## src/rtl/spi_master_arb.sv

```systemverilog
// spi_master_arb
//   SPI master (mode 0, MSB first) shared by two on-chip requesters.
//   Requests are granted round-robin. Each grant runs one WORD-bit
//   full-duplex transfer on the requester's own slave select. The received
//   word comes back on the rsp_* pulse.
//
// Ports
//   clk, rst                 system clock; synchronous active-high reset
//   req0_valid/data/ready    requester 0 transmit handshake
//   req1_valid/data/ready    requester 1 transmit handshake
//   rsp_valid/id/data        one-cycle response pulse; id/data hold until next
//   busy                     high whenever the FSM is not in IDLE
//   sclk, mosi, miso, ss     SPI pins (ss active low, ss[i] for requester i)
//   dbg_state                current FSM state (IDLE=0 .. DONE=4)
//
// Handshake: a request word is accepted on a rising clk edge where
//   reqN_valid && reqN_ready. ready is combinational, high only in IDLE,
//   only for the granted requester and only while its valid is high.
//   Nothing is queued: a valid that drops before being granted is simply
//   forgotten. The response side has no backpressure.
module spi_master_arb #(
  parameter int WORD    = 8,
  parameter int CLK_DIV = 4
) (
  input  logic            clk,
  input  logic            rst,
  input  logic            req0_valid,
  input  logic [WORD-1:0] req0_data,
  output logic            req0_ready,
  input  logic            req1_valid,
  input  logic [WORD-1:0] req1_data,
  output logic            req1_ready,
  output logic            rsp_valid,
  output logic            rsp_id,
  output logic [WORD-1:0] rsp_data,
  output logic            busy,
  output logic            sclk,
  output logic            mosi,
  input  logic            miso,
  output logic [1:0]      ss,
  output logic [2:0]      dbg_state
);

  typedef enum logic [2:0] {
    IDLE  = 3'd0,
    SETUP = 3'd1,
    SHIFT = 3'd2,
    HOLD  = 3'd3,
    DONE  = 3'd4
  } state_t;

  localparam int CW = (CLK_DIV > 1) ? $clog2(CLK_DIV) : 1;
  localparam int TW = $clog2(2 * WORD + 1);
  localparam logic [CW-1:0] CNT_LAST = CW'(CLK_DIV - 1);
  localparam logic [TW-1:0] TOG_LAST = TW'(2 * WORD - 1);

  state_t          state;
  logic [CW-1:0]   cnt;         // clk cycles within one SCLK half-period
  logic [TW-1:0]   tog;         // SCLK toggles issued so far
  logic            grant;       // requester owning the current transfer
  logic            last_grant;
  // The MSB goes straight to mosi on accept, so only the remaining
  // WORD-1 bits need to be kept for shifting.
  logic [WORD-2:0] tx_sr;
  logic [WORD-1:0] rx_sr;

  logic            gnt_sel;
  logic            accept;
  logic [WORD-1:0] gnt_data;
  logic            half_done;

  // Round-robin: contention goes to the requester not served last time.
  always_comb begin
    gnt_sel = req1_valid;
    if (req0_valid && req1_valid) gnt_sel = ~last_grant;
  end

  assign req0_ready = !rst && (state == IDLE) && req0_valid && !gnt_sel;
  assign req1_ready = !rst && (state == IDLE) && req1_valid &&  gnt_sel;
  assign accept     = req0_ready || req1_ready;
  assign gnt_data   = gnt_sel ? req1_data : req0_data;
  assign half_done  = (cnt == CNT_LAST);

  assign busy       = (state != IDLE);
  assign dbg_state  = state;

  always_ff @(posedge clk) begin
    if (rst) begin
      state      <= IDLE;
      ss         <= 2'b11;
      sclk       <= 1'b0;
      mosi       <= 1'b0;
      rsp_valid  <= 1'b0;
      rsp_id     <= 1'b0;
      rsp_data   <= '0;
      last_grant <= 1'b1;
      grant      <= 1'b0;
      cnt        <= '0;
      tog        <= '0;
      tx_sr      <= '0;
      rx_sr      <= '0;
    end else begin
      rsp_valid <= 1'b0;
      case (state)
        IDLE: begin
          if (accept) begin
            tx_sr      <= gnt_data[WORD-2:0];
            mosi       <= gnt_data[WORD-1];
            grant      <= gnt_sel;
            last_grant <= gnt_sel;
            ss         <= gnt_sel ? 2'b01 : 2'b10;
            cnt        <= '0;
            state      <= SETUP;
          end
        end

        SETUP: begin
          if (half_done) begin
            // First rising SCLK edge: sample the first MISO bit with it.
            cnt   <= '0;
            sclk  <= 1'b1;
            rx_sr <= {rx_sr[WORD-2:0], miso};
            tog   <= TW'(1);
            state <= SHIFT;
          end else begin
            cnt <= cnt + 1'b1;
          end
        end

        SHIFT: begin
          if (half_done) begin
            cnt  <= '0;
            tog  <= tog + 1'b1;
            sclk <= ~sclk;
            if (!sclk) begin
              rx_sr <= {rx_sr[WORD-2:0], miso};
            end else if (tog == TOG_LAST) begin
              // Final falling edge: no further bit to present.
              state <= HOLD;
            end else begin
              mosi  <= tx_sr[WORD-2];
              tx_sr <= tx_sr << 1;
            end
          end else begin
            cnt <= cnt + 1'b1;
          end
        end

        HOLD: begin
          if (half_done) begin
            cnt       <= '0;
            ss        <= 2'b11;
            mosi      <= 1'b0;
            rsp_valid <= 1'b1;
            rsp_data  <= rx_sr;
            rsp_id    <= grant;
            state     <= DONE;
          end else begin
            cnt <= cnt + 1'b1;
          end
        end

        DONE:    state <= IDLE;
        default: state <= IDLE;
      endcase
    end
  end

endmodule
```

## config.mk

```make
export PLATFORM = sky130hd
export DESIGN_NAME = spi_master_arb
export DESIGN_NICKNAME = d
export VERILOG_FILES = /design/src/rtl/spi_master_arb.sv
export SDC_FILE = /design/constraint.sdc
export NUM_CORES = 1
export LEC_CHECK = 0
export CORE_ASPECT_RATIO = 1.75
export CORE_MARGIN = 10
export CORE_UTILIZATION = 42
export CTS_BUF_LIST = sky130_fd_sc_hd__clkbuf_4 sky130_fd_sc_hd__clkbuf_8
export DETAILED_ROUTE_END_ITERATION = 10
export PLACE_DENSITY = 0.68
export SYNTH_ARGS = -nofsm -noshare
export SYNTH_HDL_FRONTEND = slang
export SYNTH_SLANG_ARGS = --single-unit
```

## constraint.sdc

```tcl
create_clock -name clk -period 1.85 [get_ports clk]
set_input_delay 0.37 -clock clk [delete_from_list [all_inputs] [get_ports clk]]
set_output_delay 0.37 -clock clk [all_outputs]
set_load 0.02 [all_outputs]
```

== Yosys cells after proc, flatten, opt, wreduce, memory -nomap -nowiden ==
Cells that the tools add are included.
W data, S select, Z words.
Cells by class
  multipliers: 0
  reductions and logical operators: 27
  shifts and indexed selects: 0
  bitwise logic cells: 3
  mux-type cells: 38
  eq/ne operators: 13
  div/mod/pow operators: 0
  $lt $le $gt $ge: 0
  add/subtract/negate cells: 2
Operator list (count)
  $mux W8: 4
  $mux W7: 4
  $mux W3: 6
  $ne A2 B2 Y1 const B: 8
  $pmux W8 S2: 1
  $pmux W7 S2: 1
  $pmux W3 S4: 1
  $reduce_and A6 Y1: 2
  $mux W2: 5
  $mux W5: 2
  $pmux W5 S2: 1
  $mux W1: 9
  $pmux W2 S2: 2
  $reduce_bool A2 Y1: 4
  $eq A3 B2 Y1 const B: 2
  $logic_and A1 B1 Y1: 6
  $reduce_and A2 Y1: 3
  $reduce_and A3 Y1: 2
  $reduce_bool A3 Y1: 2
  $add A5 B1 Y5 const B: 1
  $eq A5 B4 Y1 const B: 1
  $reduce_and A5 Y1: 1
  $reduce_and A4 Y1: 1
  $eq A3 B1 Y1 const B: 1
  other kinds (10): 13
Word-level totals
  memories kept: 0
  latch bits: 0
  bits in writable memories: 0
  memory bits (read-only): 0
  logic and storage cells: 96
  output and inout port bits: 20
  register bits after elaboration: 41
  input port bits: 21

== Logic depth before layout (Yosys ltp) ==
Gate-level depths: netlist (run 1).
  depth after elaboration: 7
  mapped depth: 8

== Worst setup path after synthesis (run 1) ==
OpenSTA, ideal clock, no wires.
  path kind: flip-flop to flip-flop
  from: reg tog[0]
  to: reg mosi
  data required time: 1.780 ns
  period minus slack after synthesis: 1.633 ns
  arrival: 1.563 ns
  cell stages (with the launch flop): 9
  slack: 0.217 ns
  cell sequence: dfxtp_1 ha_1 and3_1 ha_1 nor2b_1 buf_2 o211ai_1 a31o_1 a21oi_1
On the way
  word-level cells in the longest chain between the ends: 3
RTL lines
  start: declaration: RTL line 59  | logic [TW-1:0] tog;
  start signal: assignment: RTL line 133  | tog <= tog + 1'b1;
  $eq A5 B4 Y1: RTL line 137  | end else if (tog == TOG_LAST) begin
  $ne A2 B2 Y1 (no source line)
  $reduce_and A6 Y1 (no source line)
  end signal: assignment: RTL line 108  | mosi <= gnt_data[WORD-1];
  end signal: assignment: RTL line 141  | mosi <= tx_sr[WORD-2];
  end: declaration: RTL line 38  | output logic mosi,
No other way between the ends.
A chain may end at the register's enable or synchronous reset.

== Worst setup path after layout (run 1) ==
  from: in req1_valid
  to: out req0_ready
On the way
  word-level cells in the longest chain between the ends: 4
RTL lines
  start: declaration: RTL line 30  | input logic req1_valid,
  $logic_and A1 B1 Y1: RTL line 75  | if (req0_valid && req1_valid) gnt_sel = ~last_grant;
  $mux W1 (*): RTL line 75
  $logic_not A1 Y1 (*): RTL line 78  | assign req0_ready = !rst && (state == IDLE) && req0_valid && !gnt_sel;
  $logic_and A1 B1 Y1 (*): RTL line 78
  end: declaration: RTL line 29  | output logic req0_ready,
Every way passes the cells marked *; elsewhere a longest branch is shown, timed or not.

==> summary.txt, run 1 <==
Worst hold path
  – Hold_sp: rsp_data[3]
  – Hold EP: rsp_data[3]
  – Hold Path Stages: 2
  – Worst Hold Class: flip-flop to flip-flop

CTS
  – Cts hold-fix bufs: 0
  – CTS tree: built
  – CTS root buf: clkbuf_8
  – Post-CTS Setup Repair Bufs: 0
  – H-tree depth: 2
  – Clock latency at the later pin of the worst-skew pair: 0.29 ns
  – CTS clock-pin slew for the worst setup and hold paths: ~0.080 ns
  – Resized cells post-CTS: 12
  – CTS max path bufs: 2
  – CTS buffer count: 5
  – Clk sinks: 41

Logic synthesis
  – Mapped Area: 1980 µm²
  – Mapped Cells: between 200 and 250
  – Most used DFF post-synth: dfxtp_1
  – Yosys Warn Count: 0
  – Syn Area/Cell: 8.53 µm²
  – Yosys cell types: 49
  – Syn Nets: 256
  – Post-synthesis register bit count: a little over 40
  – Post-synthesis sequential area ratio: 0.415
  – Post-synth EDFFs: 0
  – Async set or reset register ratio after synthesis: 0

Setup path
  – Crit path kind: input pin to output pin
  – CP Data Arrival Time: between 1 and 1.5 ns
  – CP Launch Type: input pin
  – Worst EP required: 1.48 ns
  – Reg-to-reg slack, setup: ~0.13 ns
  – Terminus of the critical flop-to-flop path: mosi
  – Critical Path Fanout Max: 3
  – Reg2reg path depth: 8
  – WP depth: 5
  – Crit end category: output pin
  – Largest stage delay, worst path: 0.49 ns
  – Worst path cell trace: clkdlybuf4s50_1 > a21bo_1 > nand3_1 > inv_1 > buf_2
  – Launching point of the worst reg2reg path: tog[0]
  – Cell family with most CP delay: buffers and inverters
  – CP Buf/Inv Count: 3
  – Worst path slowest cell: clkdlybuf4s50_1

Drt
  – Met3 WL: 207 µm
  – DRT Wirelength: 4610 µm
  – DRC Markers: 0
  – Uppermost layer routed: met4
  – Metal-1 WL: 1820 µm
  – Vias: 1795
  – Number of detailed-route iterations in the first pass: 4
  – Initial DRC Count: 72
  – Post-DRT Antenna Nets: 0
  – Wirelength per Cell: around 14 µm
  – Via density per instance: 5.36
  – DR WL met2: 2500 µm

Timing
  – Final min period: 1.76 ns
  – Setup violators final: 0
  – Worst-Margin Slew: between 0.4 and 0.5 ns
  – Max Clk Rate: between 500 and 600 MHz
  – Fin Setup TNS: 0 ns
  – Post-route clock period utilization: 0.949
  – Clock Skew: 0.00453 ns
  – Final count of hold timing violations: 0
  – Relative slew slack: 0.699
  – Max-slew violation count: 0
  – RSZ-0062 raised after global routing: true

Power
  – Pwr/cell area: between 700 and 800 nW/µm²
  – Max VDD drop: approximately 0.52 mV
  – Pleak: 1.10 nW

Placed design
  – GPL Wtd Cong: 0.797
  – Port bufs: 40
  – Post-detail-place hpwl: 3370 µm
  – Placed insts: 327
  – Placed instance area: roughly 2500 µm²

Die
  – Die area: 7970 µm²
  – Initial Utilization: 0.428
  – CORE AREA: roughly 4600 µm²
  – IO Pins: 41
  – Chip height: 111 µm
  – Die Wd: 71.9 µm
  – Num rows: 33

Global route
  – All-layer global routing usage: 0.122
  – Overflow after GRT: 0
  – First-pass GRT wire length: 8180 µm
  – Vias in the first global route: 1805
  – Largest net degree at the start of global routing: 43
  – Initial antenna violation count: 0

Finish
  – Finished Layout Cells: 335
  – Diodes inserted: 0
  – Layout cells sized above 1: 0.177
  – Nets: 306
  – Fin util: 0.564
  – Design area: 2610 µm²
  – Area Overhead vs Synth: 31.9%

Run
  – Max Cap Violations: 0

Status
  – Status: completed
-- cells in the mapped netlist, types with 2 or more instances --
cell type   n  area share
a21oi_2     5       0.022
buf_4       4       0.015
o31a_1      2      0.0089
nor2_1     23       0.044
a21o_1      2      0.0076
a22oi_1     3       0.011
a21oi_1    20       0.051
nand2_1    46       0.087
nor4_1      2      0.0063
nand3_1    12       0.030
nor3_1      3      0.0076
ha_1        3       0.019
clkbuf_1    5      0.0095
inv_1       5      0.0095
buf_2       4       0.010
a32o_1      6       0.030
mux2i_1     9       0.046
nor2b_1     3      0.0095
dfxtp_1    41        0.41
and2_1      2      0.0063
o21ai_1     4       0.010
-- stage by stage --
step                setup WS (ns)  hold slack, ns  total power [mW]
floorplan                   0.217           0.432              1.09
global placement           -0.319           0.444              1.21
detailed placement         -0.356           0.450              1.21
CTS                        0.0587           0.462              1.96
global route              -0.0491           0.482              2.03
finish                     0.0940           0.461              1.93
-- sequential cells by signal (all words and copies together) (netlist names) --
register / cells
cnt: 2
dbg_state: 3
grant: 1
last_grant: 1
mosi: 1
rsp_data: 8
rsp_id: 1
rsp_valid: 1
rx_sr: 8
sclk: 1
ss: 2
tog: 5
tx_sr: 7
-- layout by cell type, fill, tap and decap left out, drive strengths merged, types with 9 or more instances in the layout --
master          n
dfxtp          41
mux2i           9
buf            19
a21oi          25
nor2           24
clkdlybuf4s50  34
nand3          12
nand2          46
-- worst max-delay path by stage --
| stage | end | slack [ns] | startpoint |
|---|---|---|---|
| finish | req0_ready | 0.09 | req1_valid |
| global route | mosi | -0.05 | tog[0] |
| CTS | mosi | 0.06 | tog[0] |
| detailed placement | req0_ready | -0.36 | req0_valid |
| global placement | req0_ready | -0.32 | req0_valid |
| floorplan | mosi | 0.22 | tog[0] |
-- cell type report --
cell class	count	area, µm²
Sequential cell	41	823
Fill cell	463	2010
Multi-Input combinational cell	171	1070
Inverter	6	22.5
Clock inverter	2	37.5
Clock buffer	6	82.6
Tap cell	52	65.1
Timing Repair Buffer	57	513
-- kinds of logic (layout without fill, tap and decap cells) --
| group | Yosys count | count (layout) | share of synthesized area |
|---|---|---|---|
| simple gates | 101 | 101 | 0.247 |
| mux | 10 | 10 | 0.0512 |
| fa+ha+maj | 3 | 3 | 0.0190 |
| buf+inv | 20 | 71 | 0.0518 |
| flops | 41 | 41 | 0.415 |
| compound gates | 56 | 56 | 0.212 |
| xor+xnor | 1 | 1 | 0.00443 |
-- worst register-to-register path: cells and delay by family (launching register included) --
| kind | cells | cell delay, ns |
|---|---|---|
| buf+inv | 1 | 0.18 |
| flops | 1 | 0.34 |
| compound gates | 3 | 0.46 |
| simple gates | 2 | 0.30 |
| fa+ha+maj | 2 | 0.39 |
-- power by group --
group | switching [mW] | internal [mW] | leakage [nW]
sequential | 0.0169 | 0.907 | 0.334
combinational | 0.126 | 0.133 | 0.708
clock | 0.308 | 0.439 | 0.0574
-- metal layers --
layer,vias to the layer above,GRT usage
met1,848,0.128
met5,-,0
met2,36,0.215
met4,0,0.0545
li1,905,-
met3,6,0.0314
(Power assumes the default switching activity.)
==> run 2, diff against run 1 <==
- PLACE_DENSITY: 0.68 -> not set
- PLACE_DENSITY_LB_ADDON: not set -> 0.05
==> summary.txt, run 2 (synthesis results as in run 1) <==
Finish
  – Area Overhead vs Synth: 33.6% (was 31.9%)
  – Fillcell total: 478 (was 463)
  – Layout cells sized above 1: 0.178 (was 0.177)
  – Nets: 309 (was 306)
  – Design area: 2650 µm² (was 2610 µm²)
  – Diodes inserted: 0 (unchanged)
  – Fin util: 0.572 (was 0.564)
  – Finished Layout Cells: 338 (was 335)
  – Most common cell after layout, fill and taps aside: nand2_1 (unchanged)
  – Leading cell types in the layout, fill and taps excluded: nand2_1, dfxtp_1, clkdlybuf4s50_1 (unchanged)
  – Regs by FF count: rsp_data: 8 flops, rx_sr: 8 flops, tx_sr: 7 flops (unchanged)

Global route
  – Top Usage Layer GRT: met2 (unchanged)
  – Initial antenna violation count: 0 (unchanged)
  – Global Route met2 Usage: 0.203 (was 0.215)
  – Met3 Resource Use GR: 0.0394 (was 0.0314)
  – Overflow after GRT: 0 (unchanged)
  – Grt met1 use: 0.147 (was 0.128)
  – First-pass GRT wire length: 8350 µm (was 8180 µm)
  – All-layer global routing usage: 0.125 (was 0.122)
  – Vias in the first global route: 1762 (was 1805)
  – Largest net degree at the start of global routing: 43 (unchanged)

Power
  – Pwr/cell area: 772 nW/µm² (was 739 nW/µm²)
  – Total Power: 2.04 mW (was 1.93 mW)
  – Max VDD drop: 0.660 mV (was 0.521 mV)
  – Pleak: 1.12 nW (was 1.10 nW)

Worst hold path
  – Worst Hold Class: flip-flop to flip-flop (unchanged)

Setup path
  – Worst path slowest cell: dfxtp_2 (was clkdlybuf4s50_1)
  – CP Buf/Inv Count: 1 (was 3)
  – Crit end category: flip-flop (was output pin)
  – Cell family with most CP delay: compound AO/OA/AOI/OAI gates (was buffers and inverters)
  – Worst path cell trace: ha_2 > and3_1 > ha_1 > nor2b_1 > buf_4 > o211ai_1 > a32oi_1 > a21oi_1 (was clkdlybuf4s50_1 > a21bo_1 > nand3_1 > inv_1 > buf_2)
  – Crit path kind: flip-flop to flip-flop (was input pin to output pin)
  – CP Data Arrival Time: 1.94 ns (was 1.39 ns)
  – Critical Path Fanout Max: 8 (was 3)
  – Worst EP required: 2.02 ns (was 1.48 ns)
  – CP Launch Type: flip-flop (was input pin)
  – Largest stage delay, worst path: 0.34 ns (was 0.49 ns)

CTS
  – H-tree depth: 2 (unchanged)
  – Clk sinks: 41 (unchanged)
  – CTS max path bufs: 2 (unchanged)
  – CTS root buf: clkbuf_8 (unchanged)
  – Clock latency at the later pin of the worst-skew pair: 0.29 ns (about the same)
  – CTS buffer count: 5 (unchanged)
  – Cts hold-fix bufs: 0 (unchanged)
  – CTS clock-pin slew for the worst setup and hold paths: 0.08 ns (about the same)
  – CTS tree: built (unchanged)

Die
  – Die area: 7970 µm² (unchanged)
  – IO Pins: 41 (unchanged)
  – CORE AREA: 4620 µm² (unchanged)
  – Initial Utilization: 0.428 (unchanged)
  – Chip height: 111 µm (unchanged)
  – Die Wd: 71.9 µm (unchanged)
  – Num rows: 33 (unchanged)

Timing
  – Clock Skew: 0.00924 ns (was 0.00453 ns)
  – Hold Slack: 0.456 ns (was 0.461 ns)
  – RSZ-0062 raised after global routing: true (unchanged)
  – Relative slew slack: 0.747 (was 0.699)
  – Post-route clock period utilization: 0.955 (was 0.949)
  – Max-slew violation count: 0 (unchanged)
  – Final min period: 1.77 ns (was 1.76 ns)
  – Max Clk Rate: 566 MHz (was 569 MHz)
  – Final count of hold timing violations: 0 (unchanged)
  – Fin Setup TNS: 0 ns (unchanged)
  – Setup violators final: 0 (unchanged)
  – Worst-Margin Slew: 0.378 ns (was 0.452 ns)
  – Fin worst setup slack: 0.0833 ns (was 0.0940 ns)

Drt
  – Wirelength per Cell: 14.6 µm (was 13.8 µm)
  – Number of detailed-route iterations in the first pass: 4 (unchanged)
  – Post-DRT Antenna Nets: 0 (unchanged)
  – DRC Markers: 0 (unchanged)
  – Vias: 1795 (unchanged)
  – Initial DRC Count: 123 (was 72)
  – Via density per instance: 5.31 (was 5.36)
  – DRT Wirelength: 4920 µm (was 4610 µm)

Placed design
  – GPL Wtd Cong: 0.742 (was 0.797)
  – Setup WS pre-CTS: -0.317 ns (was -0.356 ns)
  – Placed insts: 329 (was 327)
  – Post-detail-place hpwl: 3540 µm (was 3370 µm)
  – Placed instance area: 2510 µm² (was 2490 µm²)
  – Port bufs: 40 (unchanged)

Status
  – Status: completed (unchanged)

Run
  – Max Cap Violations: 0 (unchanged)
## run 2: layout make-up
| class | instances | area, µm² | area share |
|---|---|---|---|
| clock buffer | 5 | 68.8 | 0.0260 |
| clock inverter | 3 | 65.1 | 0.0246 |
| tap | 52 | 65.1 | 0.0246 |
| multi-input combinational | 171 | 1060 | 0.400 |
| timing repair buffer | 60 | 542 | 0.205 |
| sequential | 41 | 823 | 0.311 |
| inverter | 6 | 22.5 | 0.00851 |
## run 2: worst register-to-register path: cells and delay by family, from the launching register on
family / cells / cell delay [ns]
AO/OA/AOI/OAI: 3 / 0.42
adder cells (fa/ha/maj): 2 / 0.39
flip-flops: 1 / 0.34
AND/OR/NAND/NOR: 2 / 0.31
buffers and inverters: 1 / 0.19
## run 2: per-layer routing
layer | wire length (µm) | vias to the layer above
met1 | 2070 | 842
met5 | 0 | -
li1 | - | 911
met4 | 77 | 0
met3 | 273 | 7
met2 | 2500 | 35
## run 2: worst paths after layout
kind | startpoint | to | slack [ns] | depth (start not counted)
setup / recovery | tog[0] | mosi | 0.08 | 8
hold / removal | rsp_data[1] | rsp_data[1] | 0.46 | 2
hold reg to reg | rsp_data[1] | rsp_data[1] | 0.46 | 2
setup reg to reg | tog[0] | mosi | 0.08 | 8
## run 2: where the power goes
group	switching [mW]	internal (mW)	leakage, nW	total (mW)
Combinational	0.128	0.135	0.721	0.264
Clock	0.318	0.536	0.0681	0.854
Sequential	0.0167	0.907	0.334	0.924
## run 2: timing repair
| item | 4_1_cts | 5_1_grt |
|---|---|---|
| endpoints found under the setup margin | 6 | 12 |
| setup buffers | 0 | 1 |
| resized for setup | 11 | 6 |
| pin swaps | 0 | 3 |
==> run 3, diff against run 2 <==
- SKIP_LAST_GASP: not set -> 1
==> summary.txt, run 3 (synthesis results as in run 1) <==
CTS
  – CTS root buf: clkbuf_8 (unchanged)
  – Clock latency at the later pin of the worst-skew pair: 0.29 ns (about the same)
  – Clk sinks: 41 (unchanged)
  – CTS max path bufs: 2 (unchanged)
  – CTS buffer count: 5 (unchanged)
  – H-tree depth: 2 (unchanged)
  – CTS clock-pin slew for the worst setup and hold paths: 0.08 ns (about the same)
  – CTS tree: built (unchanged)

Die
  – IO Pins: 41 (unchanged)
  – Chip height: 111 µm (unchanged)
  – Initial Utilization: 0.428 (unchanged)
  – Die Wd: 71.9 µm (unchanged)
  – CORE AREA: 4620 µm² (unchanged)
  – Die area: 7970 µm² (unchanged)
  – Num rows: 33 (unchanged)

Finish
  – Area Overhead vs Synth: 34.1% (was 33.6%)
  – Nets: 309 (unchanged)
  – Design area: 2650 µm² (about the same)
  – Layout cells sized above 1: 0.185 (was 0.178)
  – Fillcell total: 477 (was 478)
  – Regs by FF count: rsp_data: 8 flops, rx_sr: 8 flops, tx_sr: 7 flops (unchanged)
  – Leading cell types in the layout, fill and taps excluded: nand2_1, dfxtp_1, clkdlybuf4s50_1 (unchanged)
  – Multi-input gate area: 1060 µm² (about the same)
  – Most common cell after layout, fill and taps aside: nand2_1 (unchanged)
  – FF+latch area: 826 µm² (was 823 µm²)
  – Diodes inserted: 0 (unchanged)
  – Finished Layout Cells: 338 (unchanged)

Timing
  – Fin Setup TNS: 0 ns (unchanged)
  – Worst-Margin Slew: 0.378 ns (about the same)
  – Setup violators final: 0 (unchanged)
  – RSZ-0062 raised after global routing: true (unchanged)
  – Max-slew violation count: 0 (unchanged)
  – Final min period: 1.76 ns (was 1.77 ns)
  – Max Clk Rate: 569 MHz (was 566 MHz)
  – Clock Skew: 0.00852 ns (was 0.00924 ns)
  – Final count of hold timing violations: 0 (unchanged)
  – Fin worst setup slack: 0.0934 ns (was 0.0833 ns)
  – Post-route clock period utilization: 0.949 (was 0.955)
  – Relative slew slack: 0.747 (about the same)
  – Hold Slack: 0.456 ns (unchanged)

Power
  – Max VDD drop: 0.661 mV (was 0.660 mV)
  – Pleak: 1.12 nW (about the same)
  – Pwr/cell area: 769 nW/µm² (was 772 nW/µm²)

Setup path
  – CP Launch Type: flip-flop (unchanged)
  – Worst path slowest cell: dfxtp_1 (was dfxtp_2)
  – Crit path kind: flip-flop to output pin (was flip-flop to flip-flop)
  – Worst EP required: 1.48 ns (was 2.02 ns)
  – Critical Path Fanout Max: 2 (was 8)
  – Crit end category: output pin (was flip-flop)
  – Worst path cell trace: nor3_4 > inv_2 > nor2_1 > nand3_1 > inv_1 > clkbuf_2 (was ha_2 > and3_1 > ha_1 > nor2b_1 > buf_4 > o211ai_1 > a32oi_1 > a21oi_1)
  – CP Data Arrival Time: 1.39 ns (was 1.94 ns)
  – Largest stage delay, worst path: 0.34 ns (about the same)

Status
  – Status: completed (unchanged)

Placed design
  – Placed instance area: 2510 µm² (unchanged)
  – Port bufs: 40 (unchanged)
  – Post-detail-place hpwl: 3540 µm (unchanged)
  – Placed insts: 329 (unchanged)
  – Setup WS pre-CTS: -0.317 ns (unchanged)
  – GPL Wtd Cong: 0.742 (unchanged)

Drt
  – Vias: 1790 (was 1795)
  – Wirelength per Cell: 14.6 µm (about the same)
  – Number of detailed-route iterations in the first pass: 4 (unchanged)
  – DRT Wirelength: 4930 µm (was 4920 µm)
  – Post-DRT Antenna Nets: 0 (unchanged)
  – DRC Markers: 0 (unchanged)
  – Initial DRC Count: 114 (was 123)
  – Via density per instance: 5.30 (was 5.31)

Global route
  – All-layer global routing usage: 0.125 (unchanged)
  – Vias in the first global route: 1762 (unchanged)
  – Overflow after GRT: 0 (unchanged)
  – Largest net degree at the start of global routing: 43 (unchanged)
  – First-pass GRT wire length: 8350 µm (unchanged)
  – Initial antenna violation count: 0 (unchanged)

Run
  – Max Cap Violations: 0 (unchanged)

Worst hold path
  – Worst Hold Class: flip-flop to flip-flop (unchanged)
[run 3: cell count changes in the layout (fill, tap and decap cells not counted), sizes merged]
cell	delta
buf	-1
clkbuf	+1
[run 3: per-layer routing]
| metal | track usage | share of wire | vias to the layer above |
|---|---|---|---|
| li1 | - | - | 909 |
| met3 | 0.0394 | 0.053 | 7 |
| met4 | 0.0467 | 0.016 | 0 |
| met2 | 0.203 | 0.51 | 33 |
| met1 | 0.147 | 0.42 | 841 |
| met5 | 0 | 0 | - |
[run 3: per-stage QoR]
stage	utilization	total power, mW
6_report	0.574	2.04
3_3_place_gp	0.542	1.21
4_1_cts	0.570	2.07
5_1_grt	0.574	2.12
2_1_floorplan	-	1.09
3_5_place_dp	0.542	1.21
[run 3: area by class of cell]
| cell class | count | share of cell area |
|---|---|---|
| multi-input cells | 171 | 0.401 |
| clock inverters | 3 | 0.0245 |
| repair buffers | 60 | 0.205 |
| well taps | 52 | 0.0245 |
| flip-flops and latches | 41 | 0.311 |
| inverters | 6 | 0.00849 |
| clock buffers | 5 | 0.0259 |
[run 3: final timing paths]
path / startpoint / to / slack, ns / depth (start not counted)
max: dbg_state[1] / req0_ready / 0.09 / 6
min: rsp_data[1] / rsp_data[1] / 0.46 / 2
max reg2reg: tog[0] / mosi / 0.14 / 8
min reg2reg: rsp_data[1] / rsp_data[1] / 0.46 / 2
[run 3: where the power goes]
group          internal (mW)  total (mW)  switching (mW)
clock network          0.536       0.856           0.320
logic                  0.133       0.261           0.128
registers              0.906       0.923          0.0169
total                   1.58        2.04           0.465
[run 3: worst max-delay path, delay by kind of cell (launching register included)]
kind                   cells  cell delay, ns
buffers and inverters      3            0.29
DFF                        1            0.34
and+or+nand+nor            3            0.46
[run 3: repair_timing]
| item | in CTS | in global routing |
|---|---|---|
| endpoints found under the setup margin | 6 | 12 |
| pin swaps | 0 | 4 |
| endpoints found under the hold margin | 0 | 0 |
| hold buffers | 0 | 0 |
| buffers inserted | 0 | 1 |
| gates resized for setup | 8 | 11 |
